### config.mk
export PLATFORM = sky130hd
export DESIGN_NAME = scan_req_bridge
export DESIGN_NICKNAME = d
export VERILOG_FILES = /design/src/rtl/scan_req_bridge.sv
export SDC_FILE = /design/constraint.sdc
export NUM_CORES = 1
export LEC_CHECK = 0
export ABC_AREA = 1
export CAP_MARGIN = 30
export CORE_AREA = 4 4 107 109
export DETAILED_ROUTE_END_ITERATION = 12
export DIE_AREA = 0 0 111 113
export PLACE_DENSITY_LB_ADDON = 0.05
export SYNTH_ARGS = -nofsm -noshare
export SYNTH_HDL_FRONTEND = slang
export SYNTH_SLANG_ARGS = --single-unit
export TNS_END_PERCENT = 1
### constraint.sdc
create_clock -name clk -period 2.1 [get_ports clk]
set_input_delay 0.21 -clock clk [delete_from_list [all_inputs] [get_ports clk]]
set_output_delay 0.21 -clock clk [all_outputs]
set_load 0.02 [all_outputs]
### src/rtl/scan_req_bridge.sv
// Bridges toggle-coded scan commands from an asynchronous scan_id pin onto a
// valid/ready bus request channel, capturing read data and status for the scan chain.
module scan_req_bridge #(
  parameter int SYNC_STAGES = 2,
  parameter int TIMEOUT     = 255
) (
  input  logic        clk,
  input  logic        rst_n,
  input  logic        scan_id,
  input  logic        cfg_wen,
  input  logic        cfg_ren,
  input  logic [19:0] cfg_addr,
  input  logic [31:0] cfg_wdata,
  output logic        req_valid,
  input  logic        req_ready,
  output logic        req_we,
  output logic [19:0] req_addr,
  output logic [31:0] req_wdata,
  output logic        req_grp,
  output logic        req_ctrl,
  input  logic        resp_valid,
  input  logic [31:0] resp_rdata,
  output logic [31:0] rdata,
  output logic        ready,
  output logic        err
);

  typedef enum logic [1:0] {IDLE, ISSUE, WAIT_RESP, DONE} state_t;

  localparam logic [7:0] TO_LAST = 8'(TIMEOUT - 1);

  state_t                 state_q, state_d;
  logic [SYNC_STAGES-1:0] sync_q;
  logic                   hist_q;
  logic                   cmd_evt;
  logic                   pend_q;
  logic [7:0]             cnt_q;
  logic                   load_cmd;
  logic                   take_resp;
  logic                   timeout_hit;
  logic                   set_ready;
  logic                   cnt_clr;
  logic                   cnt_inc;

  // Every edge of scan_id is a command, so detect any change after synchronising.
  always_ff @(posedge clk or negedge rst_n) begin
    if (!rst_n) begin
      sync_q <= '0;
      hist_q <= 1'b0;
    end else begin
      sync_q[0] <= scan_id;
      for (int i = 1; i < SYNC_STAGES; i++) sync_q[i] <= sync_q[i-1];
      hist_q <= sync_q[SYNC_STAGES-1];
    end
  end

  assign cmd_evt = sync_q[SYNC_STAGES-1] ^ hist_q;

  always_ff @(posedge clk or negedge rst_n) begin
    if (!rst_n) state_q <= IDLE;
    else        state_q <= state_d;
  end

  always_comb begin
    state_d     = state_q;
    load_cmd    = 1'b0;
    take_resp   = 1'b0;
    timeout_hit = 1'b0;
    set_ready   = 1'b0;
    cnt_clr     = 1'b0;
    cnt_inc     = 1'b0;
    case (state_q)
      IDLE: begin
        if (cmd_evt || pend_q) begin
          load_cmd = 1'b1;
          cnt_clr  = 1'b1;
          state_d  = (cfg_wen || cfg_ren) ? ISSUE : DONE;
        end
      end
      ISSUE: begin
        cnt_inc = 1'b1;
        if (req_ready) begin
          cnt_clr = 1'b1;
          state_d = req_we ? DONE : WAIT_RESP;
        end else if (cnt_q == TO_LAST) begin
          timeout_hit = 1'b1;
          state_d     = DONE;
        end
      end
      WAIT_RESP: begin
        cnt_inc = 1'b1;
        if (resp_valid) begin
          take_resp = 1'b1;
          state_d   = DONE;
        end else if (cnt_q == TO_LAST) begin
          timeout_hit = 1'b1;
          state_d     = DONE;
        end
      end
      DONE: begin
        set_ready = 1'b1;
        state_d   = IDLE;
      end
      default: state_d = IDLE;
    endcase
  end

  // A single command can wait behind the active one; in IDLE a queued one is
  // consumed first and a simultaneous fresh event takes its place.
  always_ff @(posedge clk or negedge rst_n) begin
    if (!rst_n) begin
      pend_q <= 1'b0;
    end else if (state_q == IDLE) begin
      if (pend_q) pend_q <= cmd_evt;
    end else if (cmd_evt) begin
      pend_q <= 1'b1;
    end
  end

  always_ff @(posedge clk or negedge rst_n) begin
    if (!rst_n) begin
      cnt_q <= '0;
    end else if (cnt_clr) begin
      cnt_q <= '0;
    end else if (cnt_inc && cnt_q != 8'hFF) begin
      cnt_q <= cnt_q + 8'd1;
    end
  end

  always_ff @(posedge clk or negedge rst_n) begin
    if (!rst_n) begin
      req_we    <= 1'b0;
      req_addr  <= '0;
      req_wdata <= '0;
      rdata     <= '0;
      ready     <= 1'b0;
      err       <= 1'b0;
    end else begin
      if (load_cmd) begin
        req_we    <= cfg_wen;
        req_addr  <= cfg_addr;
        req_wdata <= cfg_wdata;
        ready     <= 1'b0;
        err       <= 1'b0;
      end
      if (take_resp) rdata <= resp_rdata;
      if (timeout_hit) begin
        err <= 1'b1;
        if (!req_we) rdata <= 32'hDEAD_BEEF;
      end
      if (set_ready) ready <= 1'b1;
    end
  end

  assign req_valid = (state_q == ISSUE);
  assign req_grp   = req_addr[18];
  assign req_ctrl  = req_addr[11];

endmodule

# After elaboration in Yosys (flattened, before gate mapping)
# Cells that the tools add are included.
[classes] reduce_logical=9 n_shift=0 n_addsub=1 multipliers=0 n_eq_ne=6 n_mux=30 div_mod_pow=0 bitwise=1 order_cmp=0
[ops] cell="$mux W32" n=3
[ops] cell="$mux W1" n=17
[ops] cell="$mux W8" n=2
[ops] cell="$mux W2" n=5
[ops] cell="$add A8 B1 Y8 const B" n=1
[ops] cell="$eq A8 B8 Y1 const B" n=1
[ops] cell="$ne A8 B8 Y1 const B" n=1
[ops] cell="$pmux W2 S4" n=1
[ops] cell="$reduce_bool A2 Y1" n=4
[ops] cell="$eq A2 B2 Y1 const B" n=2
[ops] cell="$pmux W1 S2" n=2
[ops] cell="$eq A2 B1 Y1 const B" n=1
[ops] cell="$logic_not A2 Y1" n=1
[ops] cell="$logic_or A1 B1 Y1" n=2
[ops] cell="$ne A2 B2 Y1 const B" n=1
[ops] cell="$reduce_or A2 Y1" n=1
[ops] cell="$logic_and A1 B1 Y1" n=1
[ops] cell="$xor A1 B1 Y1" n=1
[word_totals] mem_bits_ro=0 mem_count=0 output_inout_bits=90 ff_bits=101 latch_bits=0 mem_bits_rw=0

# Longest topological paths before layout
# Gate-level depths: netlist (run 1).
[logic_depth] word_depth=6 depth_mapped=10 mapped_depth_nobuf=10

# Worst setup path before layout (run 1)
# No wires, ideal clock.
[synth_path] kind="flip-flop to flip-flop" from="reg state_q[1]" to="reg rdata[10]" path_buffers=1 stages_incl_launch_ff=10 required_ns=2.033 setup_ns=0.067 arrival_ns=1.492 slack_ns=0.541 cell_sequence="dfrtp_1 -> inv_1 -> ha_1 -> nand2_1 -> o21ai_1 -> inv_2 -> nor2_8 -> nand2_4 -> buf_6 -> nand3_2"
[synth_via] elab_cells_between_ends=7 classes_between="eq/ne (2); mux (5)"
[synth_lines] item="from (decl)" line="32" rtl="state_t state_q, state_d;"
[synth_lines] item="from (signal assigned)" line="61" rtl="else state_q <= state_d;"
[synth_lines] item="$eq A2 B1 Y1"
[synth_lines] item="net req_valid" line="14" rtl="output logic req_valid,"
[synth_lines] item="$pmux W1 S2" line="72" rtl="case (state_q)"
[synth_lines] item="$mux W32" line="147" rtl="if (timeout_hit) begin"
[synth_lines] item="to (signal assigned)" line="146" rtl="if (take_resp) rdata <= resp_rdata;"
[synth_lines] item="to (decl)" line="23" rtl="output logic [31:0] rdata,"
# The timed path passes the listed nets, and every way through them passes these cells.
# A chain may end at the register's enable or synchronous reset.

# Worst setup path in the final report (run 1)
[layout_path] from="reg state_q[1]" to="out req_valid"
[layout_via] elab_chain_len=1
[layout_rtl] item="$eq A2 B1 Y1" line="155" rtl="assign req_valid = (state_q == ISSUE);"
[layout_rtl] item="to (decl)" line="14"
# No other way between the ends.

==> results.yml, run 1 <==
routing:
  vias: 3921
  viasPerCell: 4.76
  first_pass_iters: 4
  drc: 0
  routedWlPerCell_um: 14.4
  initialDrtViolationCount: 196
  postRouteAntennaNets: 0
  routed_wl_um: 11800
yosys:
  syn-mean-instance-area_um2: 8.81
  post_synth_most_frequent_cells: "sky130_fd_sc_hd__nand2_1, sky130_fd_sc_hd__dfrtp_1, sky130_fd_sc_hd__nand3_1"
  synth_largest_type_area_fraction_pct: 56.9
  synth-edff-count: 0
  yosysWarnings: 0
  netlist_top_cells_area: "sky130_fd_sc_hd__dfrtp_1, sky130_fd_sc_hd__nand2_1, sky130_fd_sc_hd__nand3_1"
  ys_async_sr_fraction_pct: 100
  share_of_the_yosys_chip_area_belonging_to_registers_pct: 56.9
  ys_dominant_reg_cell: "sky130_fd_sc_hd__dfrtp_1"
  netlist_instances: 504
  synth_top_area_cell: "sky130_fd_sc_hd__dfrtp_1"
  yosysUniqueCellTypes: 27
  yosysMostFrequentCell: "sky130_fd_sc_hd__nand2_1"
  syn-cell-area_mm2: 0.00444
  postSynthNetCount: 601
  synth-seq-cells: 101
timing:
  tightest_pin_transition_ps: 508
  layout_min_cycle_time_ps: 1960
  layout_worst_path_cycle_share_pct: 93.3
  totalNegativeSetupSlack_ps: 0
  fmaxAchievable_mhz: 510
  clock_skew_after_layout_ps: 6.34
  rsz0062_at_grt: "false"
  max-slew-margin-rel_pct: 66.1
  fin_worst_hold_slack_ps: 284
  hold_viol: 0
  final_max_slew_viol_count: 0
  finalSetupViolCount: 0
cells_and_area:
  num_antenna_cells: 0
  synthToLayoutAreaGrowth_pct: 48.1
  layout.area.seq_mm2: 0.00253
  filler_cell_count: 923
  finalNetCount: 777
  post_route_cells_drive_above_1_share_pct: 8.33
  multi_input_comb_area_mm2: 0.00167
setup_path:
  regToRegSetupSlack_ps: 380
  critical_path.max_fanout: 5
  path_delay_family: "buffers and inverters"
  path_depth: 3
  critical_path_buf_inv_count: 2
  cp-end-kind: "primary output"
  crit_path_start: "state_q[1]$_DFFE_PN0P_"
  reg2regPathDepth: 6
  setup.worst_path.class: "register to primary output"
  worst_ep_required_time_ps: 1890
  crit_chain: "inv_1, ha_1, clkdlybuf4s50_1"
  timing.rr.end: "rdata[0]$_DFF_PN0_"
  critPathCapture: "req_valid"
  worst_ep_arrival_time_ps: 1750
  worstReg2RegStart: "state_q[1]$_DFFE_PN0P_"
  highest_delay_cell_along_the_critical_path: "sky130_fd_sc_hd__clkdlybuf4s50_1"
  worst_setup_path_start_kind: "register"
  crit_path_max_incr_delay_ps: 640
floorplanning:
  num_io_pins: 181
  floorplan.die_area_mm2: 0.0125
  dieHeight_um: 113
  core_outline_area_mm2: 0.0106
  initial_utilization_pct: 41.9
  num_rows: 38
  die_w_um: 111
clocking:
  cts-root-buf: "sky130_fd_sc_hd__clkbuf_8"
  cts-buffers-inserted: 9
  htree_levels: 3
  clock_tree_from_tritoncts: "built"
  cts_post_setup_buffers_inserted: 0
  numClockSinks: 101
  clkTransAtPathRegs_ps: 90
  clk_buf_depth: 2
  clk-insertion-delay-late_ps: 360
global_route:
  gr-usage-all-layers_pct: 18.9
  grt_first_pass_wirelength_um: 19400
  number_of_global_route_vias_before_repair: 3852
  grt-ovfl-total: 0
  grt_max_degree: 56
  antenna_found_initial: 0
run_status:
  outcome: "complete, no violations"
min_path:
  worst_hold_path_class: "primary input to register"
place:
  dp_hpwl_um: 8740
  port_buffers: 180
  gp_congestion: 0.794
power:
  power.density_mw_per_mm2: 1460
  vdd_ir_drop_max_mv: 0.995
  power_leakage_nw: 3.26
run:
  cap_violations: 0
per-layer routing:
layer  vias up  wire length (um)  GRT usage [%]
met5         -                 0              0
met4         0               149           5.50
met3        13               807           4.49
met2       132              5570           29.5
met1      1851              5300           26.4
li1       1925                 -              -
cell families after synthesis:
group | count (synthesis) | share of synthesized area (%)
simple gates | 318 | 32.5
buf+inv | 56 | 5.55
compound gates | 22 | 3.18
flops | 101 | 56.9
xor+xnor | 1 | 0.197
fa+ha+maj | 6 | 1.69
metrics by stage:
stage / std cells / power, mW / instance area (um2) / setup WS, ps / utilization [%]
after floorplan: 504 / 6.10 / 4440 / 541 / -
after global placement: 808 / 8.41 / 6380 / 464 / 60.2
after detailed placement: 808 / 8.54 / 6380 / 387 / 60.2
after CTS: 824 / 9.78 / 6580 / 120 / 62.0
after global routing: 824 / 10.3 / 6580 / 56.9 / 62.0
final: 824 / 9.63 / 6580 / 141 / 62.0
what timing repair did:
action,CTS,global route
gates resized for setup,0,0
hold buffers,1,0
hold endpoints to repair,36,0
final cells by class:
cell class                      instances  area share (%)
Clock buffer                            9            1.88
Multi-Input combinational cell        347            25.4
Timing Repair Buffer                  190            28.9
Tap cell                              140            2.66
Inverter                               31            1.77
Sequential cell                       101            38.4
Clock inverter                          6           0.970
layout by cell type, fill, tap and decap left out, types with 2 or more instances in the layout:
cell type / synthesis / routed
sky130_fd_sc_hd__nor2_1: 11 / 11
sky130_fd_sc_hd__clkbuf_8: 0 / 9
sky130_fd_sc_hd__ha_1: 6 / 6
sky130_fd_sc_hd__nor2_4: 2 / 2
sky130_fd_sc_hd__clkinv_2: 0 / 2
sky130_fd_sc_hd__nand2_2: 3 / 3
sky130_fd_sc_hd__dfrtp_1: 101 / 101
sky130_fd_sc_hd__clkinvlp_4: 0 / 2
sky130_fd_sc_hd__o21ai_0: 4 / 4
sky130_fd_sc_hd__buf_12: 0 / 2
sky130_fd_sc_hd__inv_1: 27 / 27
sky130_fd_sc_hd__buf_4: 2 / 8
sky130_fd_sc_hd__clkdlybuf4s50_1: 0 / 179
sky130_fd_sc_hd__a22oi_1: 9 / 9
sky130_fd_sc_hd__nand3_1: 47 / 47
sky130_fd_sc_hd__inv_2: 3 / 3
sky130_fd_sc_hd__nand4_1: 2 / 2
sky130_fd_sc_hd__a21oi_1: 5 / 5
sky130_fd_sc_hd__nand2_1: 230 / 230
sky130_fd_sc_hd__nand3_2: 20 / 20
registers in the layout (all words and copies together) (netlist names):
register	cells
rdata	32
req_wdata	32
ready	1
req_we	1
cnt_q	8
state_q	2
err	1
hist_q	1
sync_q	2
pend_q	1
req_addr	20
power by group:
part / total [mW] / switching [mW] / leakage (nW) / internal [mW]
Clock: 1.20 / 0.655 / 0.0915 / 0.545
Sequential: 3.28 / 0.486 / 1.26 / 2.79
Combinational: 5.15 / 2.87 / 1.91 / 2.29
Total: 9.63 / 4.01 / 3.26 / 5.63
worst min-delay path by stage:
stage | startpoint | endpoint | cells past startpoint
finish | scan_id | sync_q[0]$_DFF_PN0_ | 1
global route | scan_id | sync_q[0]$_DFF_PN0_ | 1
CTS | scan_id | sync_q[0]$_DFF_PN0_ | 1
detailed placement | rst_n | rdata[1]$_DFF_PN0_ | 1
global placement | rst_n | rdata[2]$_DFF_PN0_ | 1
floorplan | rst_n | cnt_q[0]$_DFFE_PN0P_ | 0
(Power assumes the default switching activity.)
==> run 2, diff against run 1 <==
--- a/config.mk
+++ b/config.mk
@@ -10,7 +10,7 @@
 export CORE_AREA = 4 4 107 109
 export DETAILED_ROUTE_END_ITERATION = 12
 export DIE_AREA = 0 0 111 113
-export PLACE_DENSITY_LB_ADDON = 0.05
+export PLACE_DENSITY_LB_ADDON = 0.25
 export SYNTH_ARGS = -nofsm -noshare
 export SYNTH_HDL_FRONTEND = slang
 export SYNTH_SLANG_ARGS = --single-unit
==> run 2 against run 1 <==
Net effect:
- clock skew increased by 5.0 ps
- routed wire length is 3.1% higher
- register-to-register slack got worse by 50 ps
- global-route usage up 0.60 points
- setup slack got worse by 45 ps
- die area unchanged
- core utilization decreased by 0.32 points
- critical path depth unchanged
- via count is 0.41% higher
- non-clock buffer count is the same
==> results.yml, run 2 (synthesized netlist as in run 1, its figures left out) <==
place:
  post-place-ws_ps: 368
  port_buffers: 180
  dp_hpwl_um: 8970
  gp_congestion: 0.866
  placed_area_mm2: 0.00637
  placed_cells: 808
timing:
  rsz0062_at_grt: "false"
  clock_skew_after_layout_ps: 11.3
  finalWorstSetupSlack_ps: 95.5
  totalNegativeSetupSlack_ps: 0
  layout_min_cycle_time_ps: 2000
  final_max_slew_viol_count: 0
  layout_worst_path_cycle_share_pct: 95.5
  finalSetupViolCount: 0
  fmaxAchievable_mhz: 499
  hold_viol: 0
  max-slew-margin-rel_pct: 55.8
  fin_worst_hold_slack_ps: 269
  tightest_pin_transition_ps: 662
setup_path:
  crit_chain: "inv_1, ha_1, clkdlybuf4s50_1"
  cp-end-kind: "primary output"
  path_delay_family: "buffers and inverters"
  timing.rr.end: "rdata[0]$_DFF_PN0_"
  worst_setup_path_start_kind: "register"
  critical_path.max_fanout: 5
  regToRegSetupSlack_ps: 330
  crit_path_max_incr_delay_ps: 650
  setup.worst_path.class: "register to primary output"
  worst_ep_arrival_time_ps: 1790
  critical_path_buf_inv_count: 2
  worst_ep_required_time_ps: 1890
  reg2regPathDepth: 8
  worstReg2RegStart: "state_q[0]$_DFFE_PN0P_"
  highest_delay_cell_along_the_critical_path: "sky130_fd_sc_hd__clkdlybuf4s50_1"
routing:
  vias: 3937
  first_pass_iters: 4
  initialDrtViolationCount: 239
  routedWlPerCell_um: 14.8
  drc: 0
  routed_wl_um: 12200
  postRouteAntennaNets: 0
  viasPerCell: 4.78
run_status:
  outcome: "complete, no violations"
min_path:
  worst_hold_path.num_cells: 1
  worst_hold_path_class: "primary input to register"
  min_delay_worst_endpoint: "sync_q[0]$_DFF_PN0_"
  min-delay-start: "scan_id"
floorplanning:
  die_w_um: 111
  num_io_pins: 181
  core_outline_area_mm2: 0.0106
  dieHeight_um: 113
  initial_utilization_pct: 41.9
  floorplan.die_area_mm2: 0.0125
  num_rows: 38
cells_and_area:
  mostFrequentLayoutCells: "sky130_fd_sc_hd__nand2_1, sky130_fd_sc_hd__clkdlybuf4s50_1, sky130_fd_sc_hd__dfrtp_1"
  fin_cells: 824
  synthToLayoutAreaGrowth_pct: 47.3
  layout_top_registers: "rdata (32), req_wdata (32), req_addr (20)"
  num_antenna_cells: 0
  filler_cell_count: 890
  finalNetCount: 777
  post_route_cells_drive_above_1_share_pct: 8.19
  finish.instance_area_mm2: 0.00654
  most_frequent_standard_cell_in_the_layout_excluding_fill_and_tap_cells: "sky130_fd_sc_hd__nand2_1"
clocking:
  clock_tree_from_tritoncts: "built"
  cts-buffers-inserted: 9
  cts.repair.resized: 0
  numClockSinks: 101
  cts_post_setup_buffers_inserted: 0
  clk-insertion-delay-late_ps: 370
  clk_buf_depth: 2
  post_cts_hold_fix_bufs: 1
  cts-root-buf: "sky130_fd_sc_hd__clkbuf_8"
  clkTransAtPathRegs_ps: 100
  htree_levels: 3
power:
  power_leakage_nw: 3.25
  vdd_ir_drop_max_mv: 0.707
  power.density_mw_per_mm2: 1460
global_route:
  grt-ovfl-total: 0
  number_of_global_route_vias_before_repair: 3959
  grt_first_pass_wirelength_um: 19700
  grt_max_degree: 51
  gr-usage-all-layers_pct: 19.4
  antenna_found_initial: 0
run:
  cap_violations: 0
[run 2: report_power, final]
group	internal, mW	leakage, nW	total [mW]	switching (mW)
combinational	2.27	1.91	5.16	2.89
sequential	2.79	1.26	3.27	0.476
clock	0.454	0.0812	1.11	0.657
[run 2: metrics by stage]
stage / total power, mW / utilization (%)
global placement: 8.36 / 60.0
floorplan: 6.10 / -
CTS: 9.63 / 61.7
finish: 9.54 / 61.7
global route: 10.2 / 61.7
detailed placement: 8.50 / 60.0
[run 2: worst max path at each step]
stage,slack (ps),endpoint,startpoint,depth (start not counted)
after floorplan,540,rdata[10]$_DFF_PN0_,state_q[1]$_DFFE_PN0P_,9
after global placement,430,rdata[1]$_DFF_PN0_,req_ready,8
final,100,req_valid,state_q[1]$_DFFE_PN0P_,3
after detailed placement,370,rdata[0]$_DFF_PN0_,state_q[0]$_DFFE_PN0P_,8
after CTS,90,req_valid,state_q[1]$_DFFE_PN0P_,3
after global routing,20,req_valid,state_q[1]$_DFFE_PN0P_,3
[run 2: layout make-up]
type,count,area [um2],share of cell area [%]
sequential,101,2530,38.6
multi-input combinational,347,1670,25.5
clock inverter,4,25.0,0.382
clock buffer,11,141,2.16
inverter,31,116,1.78
timing repair buffer,190,1890,28.9
tap,140,175,2.68
[run 2: per-layer routing]
layer	track usage, %	up-vias	wire length, um
met4	8.05	0	282
met2	32.8	138	5960
met1	24.8	1850	5240
met3	3.64	20	716
met5	0	-	0
li1	-	1929	-
==> run 3, diff against run 2 <==
==> constraint.sdc (replaced) <==
create_clock -name clk -period 2.1 [get_ports clk]
set_input_delay 0.21 -clock clk [delete_from_list [all_inputs] [get_ports clk]]
set_output_delay 0.21 -clock clk [all_outputs]
set_load 0.05 [all_outputs]
==> run 3 against run 2 <==
Net effect:
- largest power group unchanged
- clock power decreased by 4%
- core utilization fell by 0.094 points
- sequential power hardly changed
- final cell count shrank 0.36%
- first-iteration DRC count increased by 18%
- sequential cell count unchanged
- critical path type unchanged
==> results.yml, run 3 (synthesized netlist as in run 1, its figures left out) <==
setup_path:
  path_depth: 1
  crit_path_start: "req_we$_DFFE_PN0P_"
  setup.worst_path.class: "register to primary output"
  worstReg2RegStart: "state_q[0]$_DFFE_PN0P_"
  highest_delay_cell_along_the_critical_path: "sky130_fd_sc_hd__clkdlybuf4s50_1"
  crit_path_max_incr_delay_ps: 870
  crit_chain: "clkdlybuf4s50_1"
  worst_ep_required_time_ps: 1890
  worst_ep_arrival_time_ps: 1630
  critical_path.max_fanout: 3
  critPathCapture: "req_we"
  critical_path_buf_inv_count: 1
  reg2regPathDepth: 8
  cp-end-kind: "primary output"
  timing.rr.end: "rdata[0]$_DFF_PN0_"
  worst_setup_path_start_kind: "register"
  regToRegSetupSlack_ps: 370
  path_delay_family: "buffers and inverters"
global_route:
  grt_max_degree: 56
  grt_first_pass_wirelength_um: 19700
  number_of_global_route_vias_before_repair: 3866
  grt-ovfl-total: 0
  antenna_found_initial: 0
  gr-usage-all-layers_pct: 19.5
floorplanning:
  num_rows: 38
  initial_utilization_pct: 41.9
  core_outline_area_mm2: 0.0106
  num_io_pins: 181
  floorplan.die_area_mm2: 0.0125
  dieHeight_um: 113
  die_w_um: 111
routing:
  routed_wl_um: 12100
  vias: 3937
  initialDrtViolationCount: 283
  postRouteAntennaNets: 0
  first_pass_iters: 4
  routedWlPerCell_um: 14.7
  viasPerCell: 4.80
  drc: 0
cells_and_area:
  finalNetCount: 776
  most_frequent_standard_cell_in_the_layout_excluding_fill_and_tap_cells: "sky130_fd_sc_hd__nand2_1"
  layout_top_registers: "rdata (32), req_wdata (32), req_addr (20)"
  filler_cell_count: 888
  mostFrequentLayoutCells: "sky130_fd_sc_hd__nand2_1, sky130_fd_sc_hd__clkdlybuf4s50_1, sky130_fd_sc_hd__dfrtp_1"
  finish.instance_area_mm2: 0.00653
  synthToLayoutAreaGrowth_pct: 47.1
  utilization_pct: 61.6
  num_antenna_cells: 0
  post_route_cells_drive_above_1_share_pct: 7.93
clocking:
  cts-root-buf: "sky130_fd_sc_hd__clkbuf_8"
  htree_levels: 3
  clk_buf_depth: 2
  numClockSinks: 101
  clock_tree_from_tritoncts: "built"
  cts-buffers-inserted: 9
  clk-insertion-delay-late_ps: 360
  cts.repair.resized: 0
  clkTransAtPathRegs_ps: 90
  cts_post_setup_buffers_inserted: 0
timing:
  fmaxAchievable_mhz: 544
  finalWorstSetupSlack_ps: 262
  hold_viol: 0
  max-slew-margin-rel_pct: 60.3
  tightest_pin_transition_ps: 596
  clock_skew_after_layout_ps: 10.5
  rsz0062_at_grt: "false"
  totalNegativeSetupSlack_ps: 0
  final_max_slew_viol_count: 0
  layout_min_cycle_time_ps: 1840
  layout_worst_path_cycle_share_pct: 87.5
  finalSetupViolCount: 0
run:
  cap_violations: 0
place:
  port_buffers: 180
  gp_congestion: 0.893
  post-place-ws_ps: 367
  dp_hpwl_um: 8870
  placed_area_mm2: 0.00637
power:
  vdd_ir_drop_max_mv: 0.998
  power_leakage_nw: 3.24
  power.density_mw_per_mm2: 1740
run_status:
  outcome: "complete, no violations"
min_path:
  worst_hold_path_class: "primary input to register"
==> run 3: layout make-up <==
class / count / area (um2) / area share (%)
flip-flops and latches: 101 / 2530 / 38.7
repair buffers: 189 / 1890 / 29.0
multi-input cells: 347 / 1670 / 25.5
well taps: 140 / 175 / 2.68
clock buffers: 11 / 141 / 2.16
inverters: 31 / 116 / 1.78
clock inverters: 2 / 12.5 / 0.192
==> run 3: what timing repair did <==
action,4_1_cts,5_1_grt
hold endpoints to repair,44,0
endpoints found under the setup margin,0,0
hold buffers,1,0
==> run 3: how the worst min path moves through the flow <==
stage,slack (ps),to,depth (start not counted),startpoint
global route,260,sync_q[0]$_DFF_PN0_,1,scan_id
finish,280,sync_q[0]$_DFF_PN0_,1,scan_id
detailed placement,260,rdata[26]$_DFF_PN0_,1,rst_n
global placement,250,rdata[26]$_DFF_PN0_,1,rst_n
floorplan,-90,cnt_q[0]$_DFFE_PN0P_,0,rst_n
CTS,260,sync_q[0]$_DFF_PN0_,1,scan_id
==> run 3: power by group <==
part           total (mW)  internal (mW)  switching, mW  leakage, nW
combinational        7.02           2.26           4.76         1.91
clock                1.07          0.443          0.626       0.0771
sequential           3.28           2.80          0.481         1.26
==> run 3: layer usage <==
layer / GRT usage (%) / share of wire [%] / up-vias
li1: - / - / 1920
met1: 24.9 / 42 / 1880
met2: 32.8 / 50 / 120
met3: 3.80 / 5.2 / 17
met4: 7.64 / 1.9 / 0
met5: 0 / 0 / -
==> run 3: metrics by stage <==
stage	power, mW	cells	hold slack, ps
after global placement	10.2	807	247
final	11.4	821	278
after detailed placement	10.4	807	258
after global routing	12.0	821	261
after CTS	11.5	821	262
after floorplan	7.95	504	-85.6
